## src/rtl/seq_restoring_divider_if.sv

```systemverilog
// Handshake bundle for seq_restoring_divider: operand channel in, result channel out.
interface seq_restoring_divider_if #(
  parameter int N = 4
);
  logic           in_valid;
  logic           in_ready;
  logic [2*N-1:0] dividend;
  logic [N-1:0]   divisor;
  logic           out_valid;
  logic           out_ready;
  logic [2*N-1:0] quotient;
  logic [N-1:0]   remainder;
  logic           div_by_zero;
  logic           busy;

  modport master (
    output in_valid, dividend, divisor, out_ready,
    input  in_ready, out_valid, quotient, remainder, div_by_zero, busy
  );

  modport slave (
    input  in_valid, dividend, divisor, out_ready,
    output in_ready, out_valid, quotient, remainder, div_by_zero, busy
  );
endinterface

```

## src/rtl/seq_restoring_divider.sv

```systemverilog
// Multi-cycle unsigned restoring divider, one quotient bit per clock.
// Optional macro DIVIDER_ZERO_FASTPATH_EN: zero divisor finishes after a single cycle.
//
// state | meaning
// IDLE  | waiting for operands, in_ready=1
// RUN   | shifting/subtracting, one quotient bit per edge
// DONE  | result held on out_valid until out_ready
module seq_restoring_divider #(
  parameter int N     = 4,
  parameter int CNT_W = 4
) (
  input  logic                   clk,
  input  logic                   rst_n,
  seq_restoring_divider_if.slave bus
);

  typedef enum logic [1:0] {IDLE, RUN, DONE} state_e;

  localparam logic [CNT_W-1:0] LAST_CNT = CNT_W'(2*N-1);

  state_e         state_q, state_d;
  logic [2*N-1:0] q_q, q_d;
  logic [N-1:0]   d_q, d_d;
  logic [N:0]     r_q, r_d;
  logic [CNT_W-1:0] cnt_q, cnt_d;
  logic [2*N-1:0] quotient_q, quotient_d;
  logic [N-1:0]   remainder_q, remainder_d;
  logic           dbz_q, dbz_d;
  logic           out_valid_q, out_valid_d;
  logic           in_ready_q, in_ready_d;
  logic           busy_q, busy_d;

  logic [N:0]     r_shift;
  logic           qbit;
  logic [N:0]     r_iter;
  logic [2*N-1:0] q_iter;
  logic [N-1:0]   zero_rem;

  always_comb begin
    r_shift = {r_q[N-1:0], q_q[2*N-1]};
    qbit    = (r_shift >= {1'b0, d_q});
    r_iter  = qbit ? (r_shift - {1'b0, d_q}) : r_shift;
    q_iter  = {q_q[2*N-2:0], qbit};
`ifdef DIVIDER_ZERO_FASTPATH_EN
    // Zero divisor finishes on its first RUN edge, so Q still holds the raw dividend.
    zero_rem = q_q[N-1:0];
`else
    zero_rem = r_iter[N-1:0];
`endif

    state_d     = state_q;
    q_d         = q_q;
    d_d         = d_q;
    r_d         = r_q;
    cnt_d       = cnt_q;
    quotient_d  = quotient_q;
    remainder_d = remainder_q;
    dbz_d       = dbz_q;
    out_valid_d = out_valid_q;
    in_ready_d  = in_ready_q;
    busy_d      = busy_q;

    case (state_q)
      IDLE: begin
        if (bus.in_valid) begin
          q_d        = bus.dividend;
          d_d        = bus.divisor;
          r_d        = '0;
          cnt_d      = '0;
          dbz_d      = (bus.divisor == '0);
          state_d    = RUN;
          busy_d     = 1'b1;
          in_ready_d = 1'b0;
`ifdef DIVIDER_ZERO_FASTPATH_EN
          if (bus.divisor == '0) cnt_d = LAST_CNT;
`endif
        end
      end
      RUN: begin
        q_d   = q_iter;
        r_d   = r_iter;
        cnt_d = cnt_q + 1'b1;
        if (cnt_q == LAST_CNT) begin
          state_d     = DONE;
          busy_d      = 1'b0;
          out_valid_d = 1'b1;
          if (d_q == '0) begin
            quotient_d  = '1;
            remainder_d = zero_rem;
          end else begin
            quotient_d  = q_iter;
            remainder_d = r_iter[N-1:0];
          end
        end
      end
      DONE: begin
        if (bus.out_ready) begin
          state_d     = IDLE;
          out_valid_d = 1'b0;
          in_ready_d  = 1'b1;
        end
      end
      default: begin
        state_d     = IDLE;
        out_valid_d = 1'b0;
        busy_d      = 1'b0;
        in_ready_d  = 1'b1;
      end
    endcase
  end

  always_ff @(posedge clk) begin
    if (!rst_n) begin
      state_q     <= IDLE;
      q_q         <= '0;
      d_q         <= '0;
      r_q         <= '0;
      cnt_q       <= '0;
      quotient_q  <= '0;
      remainder_q <= '0;
      dbz_q       <= 1'b0;
      out_valid_q <= 1'b0;
      in_ready_q  <= 1'b1;
      busy_q      <= 1'b0;
    end else begin
      state_q     <= state_d;
      q_q         <= q_d;
      d_q         <= d_d;
      r_q         <= r_d;
      cnt_q       <= cnt_d;
      quotient_q  <= quotient_d;
      remainder_q <= remainder_d;
      dbz_q       <= dbz_d;
      out_valid_q <= out_valid_d;
      in_ready_q  <= in_ready_d;
      busy_q      <= busy_d;
    end
  end

  assign bus.in_ready    = in_ready_q;
  assign bus.out_valid   = out_valid_q;
  assign bus.quotient    = quotient_q;
  assign bus.remainder   = remainder_q;
  assign bus.div_by_zero = dbz_q;
  assign bus.busy        = busy_q;

endmodule

```

## src/flat_wrapper.sv

```systemverilog
// flat-port wrapper written by rule: the top's interface ports become plain ports
module seq_restoring_divider_flat 
#(
  parameter int N     = 4,
  parameter int CNT_W = 4
)
  (clk, rst_n, bus_in_valid, bus_dividend, bus_divisor, bus_out_ready, bus_in_ready, bus_out_valid, bus_quotient, bus_remainder, bus_div_by_zero, bus_busy);
  seq_restoring_divider_if #(.N(N)) bus_i ();
  input  logic clk;
  input  logic rst_n;
  input wire logic [$bits(bus_i.in_valid)-1:0] bus_in_valid;
  input wire logic [$bits(bus_i.dividend)-1:0] bus_dividend;
  input wire logic [$bits(bus_i.divisor)-1:0] bus_divisor;
  input wire logic [$bits(bus_i.out_ready)-1:0] bus_out_ready;
  output wire logic [$bits(bus_i.in_ready)-1:0] bus_in_ready;
  output wire logic [$bits(bus_i.out_valid)-1:0] bus_out_valid;
  output wire logic [$bits(bus_i.quotient)-1:0] bus_quotient;
  output wire logic [$bits(bus_i.remainder)-1:0] bus_remainder;
  output wire logic [$bits(bus_i.div_by_zero)-1:0] bus_div_by_zero;
  output wire logic [$bits(bus_i.busy)-1:0] bus_busy;
  assign bus_i.in_valid = bus_in_valid;
  assign bus_i.dividend = bus_dividend;
  assign bus_i.divisor = bus_divisor;
  assign bus_i.out_ready = bus_out_ready;
  assign bus_in_ready = bus_i.in_ready;
  assign bus_out_valid = bus_i.out_valid;
  assign bus_quotient = bus_i.quotient;
  assign bus_remainder = bus_i.remainder;
  assign bus_div_by_zero = bus_i.div_by_zero;
  assign bus_busy = bus_i.busy;
  seq_restoring_divider #(.N(N), .CNT_W(CNT_W)) u_core (.clk(clk), .rst_n(rst_n), .bus(bus_i));
endmodule
```

## config.mk

```make
export PLATFORM = sky130hd
export DESIGN_NAME = seq_restoring_divider_flat
export DESIGN_NICKNAME = d
export VERILOG_FILES = /design/src/rtl/seq_restoring_divider_if.sv /design/src/rtl/seq_restoring_divider.sv /design/src/flat_wrapper.sv
export SDC_FILE = /design/constraint.sdc
export NUM_CORES = 1
export LEC_CHECK = 0
export CAP_MARGIN = 20
export CORE_MARGIN = 2
export CORE_UTILIZATION = 45
export DETAILED_ROUTE_END_ITERATION = 6
export PLACE_DENSITY = 0.74
export SYNTH_ARGS = -nofsm -noshare
export SYNTH_HDL_FRONTEND = slang
export SYNTH_SLANG_ARGS = --single-unit
```

## constraint.sdc

```tcl
create_clock -name clk -period 3.32 [get_ports clk]
set_input_delay 0.498 -clock clk [delete_from_list [all_inputs] [get_ports clk]]
set_output_delay 0.498 -clock clk [all_outputs]
set_load 0.005 [all_outputs]
```

**Word level (Yosys, flattened, before mapping)**

Index checks and enable logic that the tools add are counted.

- Bits in registers: 38
- Input port bits: 16
- Output and inout bits: 16
- Word-level logic and storage cells: 55

- Bitwise gates (word level): 3
- Equal/unequal tests: 6
- $add $sub $neg: 2
- $lt $le $gt $ge: 1
- Mux-type cells: 21
- Reduce and logical (&&, ||, !) cells: 11

Operators with widths:

| kind | count |
|---|---|
| $mux 8 | 2 |
| $pmux 4 s2 | 2 |
| $pmux 8 s2 | 1 |
| $mux 4 | 3 |
| $reduce_and 3->1 | 4 |
| $pmux 1 s3 | 3 |
| $logic_not 4->1 | 2 |
| $mux 1 | 6 |
| $mux 2 | 3 |
| $pmux 2 s3 | 1 |
| $reduce_and 2->1 | 3 |
| $ge 5x4->1 | 1 |
| $add 4x1->4 const B | 1 |
| $eq 4x3->1 const B | 1 |
| $ne 2x2->1 const B | 2 |
| $sub 4x4->4 | 1 |
| $not 1->1 | 3 |
| $eq 2x1->1 const B | 1 |
| $eq 2x2->1 const B | 1 |
| $logic_not 2->1 | 1 |
| $ne 2x1->1 const B | 1 |
| $reduce_bool 2->1 | 1 |

**Longest topological paths before layout**

- Depth after elaboration: 3
- Mapped depth: 7
- Gate-level depth less buffers: 6

**Worst setup path before layout**

OpenSTA, ideal clock, no wires.

- Kind: reg-to-reg
- Start: reg u_core.d_q[1]
- End: reg u_core.r_q[2]
- Cell stages (with the launch flop): 8
- Period minus slack after synthesis: 1,727 ps
- Path buffers: 1
- Required time: 3,203 ps
- Library setup time: 117 ps
- Path slack: 1,593 ps
- Data arrival time: 1,609 ps
- Cell sequence: dfxtp_1 inv_1 ha_1 nand4_1 nand2_1 buf_4 or3_1 a32o_1

- Word-level cells in the longest chain between the ends: 3
- Elaborated cells between the ends (all ways): 4
- Those cells by class: add/sub: 1; order compare: 1; mux: 2

Ends and longest elaborated chain:

| what | line | source |
|---|---|---|
| start, declared | seq_restoring_divider.sv:23 | `logic [N-1:0] d_q, d_d;` |
| start signal, assigned | seq_restoring_divider.sv:116 | `d_q <= '0;` |
| start signal, assigned | seq_restoring_divider.sv:128 | `d_q <= d_d;` |
| $sub 4x4->4 or $ge 5x4->1 (tied branches) | seq_restoring_divider.sv:42, seq_restoring_divider.sv:41 |  |
| $mux 4 * | seq_restoring_divider.sv:42 | `r_iter = qbit ? (r_shift - {1'b0, d_q}) : r_shift;` |
| $pmux 4 s2 * | seq_restoring_divider.sv:63 | `case (state_q)` |
| end signal, assigned | seq_restoring_divider.sv:129 | `r_q <= r_d;` |
| end, declared | seq_restoring_divider.sv:24 | `logic [N:0] r_q, r_d;` |

Every way passes the cells marked *; elsewhere a longest branch is shown, timed or not.
A chain may end at the register's enable or synchronous reset.

**Worst setup path after layout**

- Start: reg u_core.d_q[2]
- End: reg u_core.r_q[2]

Same word-level chain as after synthesis.

==> impl_metrics.env <==
export IMPL_grt_max_degree=23
export IMPL_std_cell_rows=23
export IMPL_synthToLayoutAreaGrowth_pct=22.5
export IMPL_synthTopCellsByArea="dfxtp_1 41%, nor2_1 5.1%, o221a_2 4.9%, nand2_1 4.5%, a21oi_1 4.1%"
export IMPL_syn_inst=202
export IMPL_synth_fp_nets=224
export IMPL_powerDensity_nw_per_um2=538
export IMPL_clk_latency_ns=0.29
export IMPL_worstPathArrival_ns=2.32
export IMPL_postCtsHoldBufs=0
export IMPL_final_util_pct=56.6
export IMPL_yosysUniqueCellTypes=46
export IMPL_dp_cells=270
export IMPL_fin_nets=249
export IMPL_core_um2=3970
export IMPL_final_cell_mix="38 x dfxtp_1, 31 x clkdlybuf4s50_1, 25 x nor2_1"
export IMPL_hold_viol=0
export IMPL_worstSetupEndpointType="flip-flop"
export IMPL_drive_above_1_share_pct=11.4
export IMPL_design_area_um2=2250
export IMPL_synth_top_area_cell="dfxtp_1"
export IMPL_async_flop_share_pct=0
export IMPL_cts_reportedPaths_clkPinSlew_ns=0.08
export IMPL_dp_final_hpwl_mm=2.67
export IMPL_io_pins=32
export IMPL_irDropWorstVdd_uv=287
export IMPL_final_common_cell="dfxtp_1"
export IMPL_fin_skew_ns=0.00678
export IMPL_critPathRequiredTime_ns=3.51
export IMPL_totalWireLength_mm=3.95
export IMPL_fin_cells=278
export IMPL_via_per_inst=5.41
export IMPL_io_buffers=31
export IMPL_n_antenna_cell=0
export IMPL_die_x_um=67.9
export IMPL_vias=1504
export IMPL_wl_per_cell_um=14.2
export IMPL_cts_root_buffer="clkbuf_8"
export IMPL_ys_flop_type="dfxtp_1"
export IMPL_max_cap_violations=0
export IMPL_htree_levels=2
export IMPL_grt_pass1_wl_mm=6.36
export IMPL_synth_area_per_cell_um2=9.09
export IMPL_cts_tree="done"
export IMPL_cts_made_buffers=5
export IMPL_yosys_warnings=0
export IMPL_grtUsageTotal_pct=18.4
export IMPL_die_y_um=67.9
export IMPL_ant_nets=0
export IMPL_rr_worst_depth=6
export IMPL_finalCriticalPeriod_ns=2.13
export IMPL_fin_crit_sh_pct=64.1
export IMPL_crit_fanout=13
export IMPL_worstMarginPinSlew_ns=0.900
export IMPL_status="finished clean"
export IMPL_worstSetupPathType="reg -> reg"
export IMPL_clock_path_buffers=2
export IMPL_drt_iter0_drc=99
export IMPL_grt_pass1_vias=1381
export IMPL_clock_fmax_ghz=0.470
export IMPL_worst_setup_path_start_kind="flip-flop"
export IMPL_holdPathStages=1
export IMPL_antenna_found_initial=0
export IMPL_setup_tns_final_ns=0
export IMPL_synth_top_cell_area_share_pct=41.4
export IMPL_relSlewSlack_pct=40.0
export IMPL_synth_area_um2=1840
export IMPL_route_detailed_drc=0
export IMPL_dp_slack_ns=1.20
export IMPL_setup_slack_ns=1.19
export IMPL_place_gp_congestion=0.785
export IMPL_cts_sinks=38
export IMPL_start_util_pct=46.3
export IMPL_maxSlewViolCount=0
export IMPL_nFillCells=354
export IMPL_fin_hold_ws_ns=0.460
export IMPL_dr_pass1_iters=4
export IMPL_synth_edff_count=0
export IMPL_gr_total_overflow=0
export IMPL_dieArea_um2=4610
export IMPL_cts_resized=0
export IMPL_placed_cell_area_um2=2110
export IMPL_min_path_type="reg -> reg"
export IMPL_grt_setup_unrepaired="no"
export IMPL_ys_ff_latch=38
export IMPL_setup_violations=0
export IMPL_power_leakage_nw=0.843
export IMPL_seq_area_frac_synth_pct=41.4
export IMPL_finalPower_mw=1.21
export IMPL_cts_setup_buffers=0
-- logic make-up after synthesis --
| group | Yosys count | share of synthesized area, % |
|---|---|---|
| compound gates | 57 | 24.0 |
| xor+xnor | 1 | 0.477 |
| fa+ha+maj | 6 | 4.50 |
| buf+inv | 25 | 8.45 |
| flops | 38 | 41.4 |
| simple gates | 75 | 21.2 |
-- power breakdown --
part,switching [mW],internal [mW]
Sequential,0.0244,0.480
Combinational,0.130,0.0914
Clock,0.164,0.321
Total,0.319,0.892
-- flip-flops by register name, indices dropped and copies added, names as in the netlist --
register / cells
u_core.cnt_q: 4
u_core.bus.busy: 1
u_core.q_q: 8
u_core.bus.div_by_zero: 1
u_core.state_q: 2
u_core.bus.quotient: 8
u_core.r_q: 4
u_core.bus.in_ready: 1
u_core.bus.out_valid: 1
u_core.bus.remainder: 4
u_core.d_q: 4
-- path summary, 6_finish.rpt --
kind              slack, ns              end             from
setup reg to reg       1.19    u_core.r_q[2]    u_core.d_q[2]
hold reg to reg        0.46  u_core.cnt_q[3]  u_core.cnt_q[3]
hold / removal         0.46  u_core.cnt_q[3]  u_core.cnt_q[3]
setup / recovery       1.19    u_core.r_q[2]    u_core.d_q[2]
-- cell usage after synthesis (2+ instances only) --
master	count
a211oi_1	2
a21oi_1	15
a311oi_1	6
a32o_1	3
and3b_1	2
buf_2	5
buf_6	4
clkbuf_1	3
dfxtp_1	38
ha_1	5
inv_1	10
nand2_1	22
nand2b_1	3
nand3_1	5
nor2_1	25
nor3_1	3
nor3b_2	2
o2111ai_1	2
o21ai_0	9
o221a_2	8
o221ai_1	2
o2bb2ai_1	2
or3_1	3
-- critical path, stage by stage, from the launching register on --
cell and delay (ns):
dfxtp_1 0.38, inv_1 0.08, ha_1 0.35, o21ai_1 0.09, a21oi_1 0.70, o21ai_0 0.16
a32o_1 0.28
-- final cells by class --
type / count / area, µm² / area share [%]
Sequential cell: 38 / 761 / 33.8
Timing Repair Buffer: 33 / 325 / 14.5
Clock inverter: 2 / 60.1 / 2.67
Inverter: 10 / 37.5 / 1.67
Tap cell: 50 / 62.6 / 2.78
Clock buffer: 6 / 82.6 / 3.67
Multi-Input combinational cell: 139 / 921 / 40.9
-- routing by layer --
layer  GRT usage [%]  part of all wire (%)  vias to the layer above
li1                -                     -                      779
met1            23.5                    48                      687
met2            31.1                    47                       36
met3            4.93                   4.8                        2
met4            3.75                  0.48                        0
met5               0                     0                        -
No activity file was read; power rests on OpenSTA's default activity.
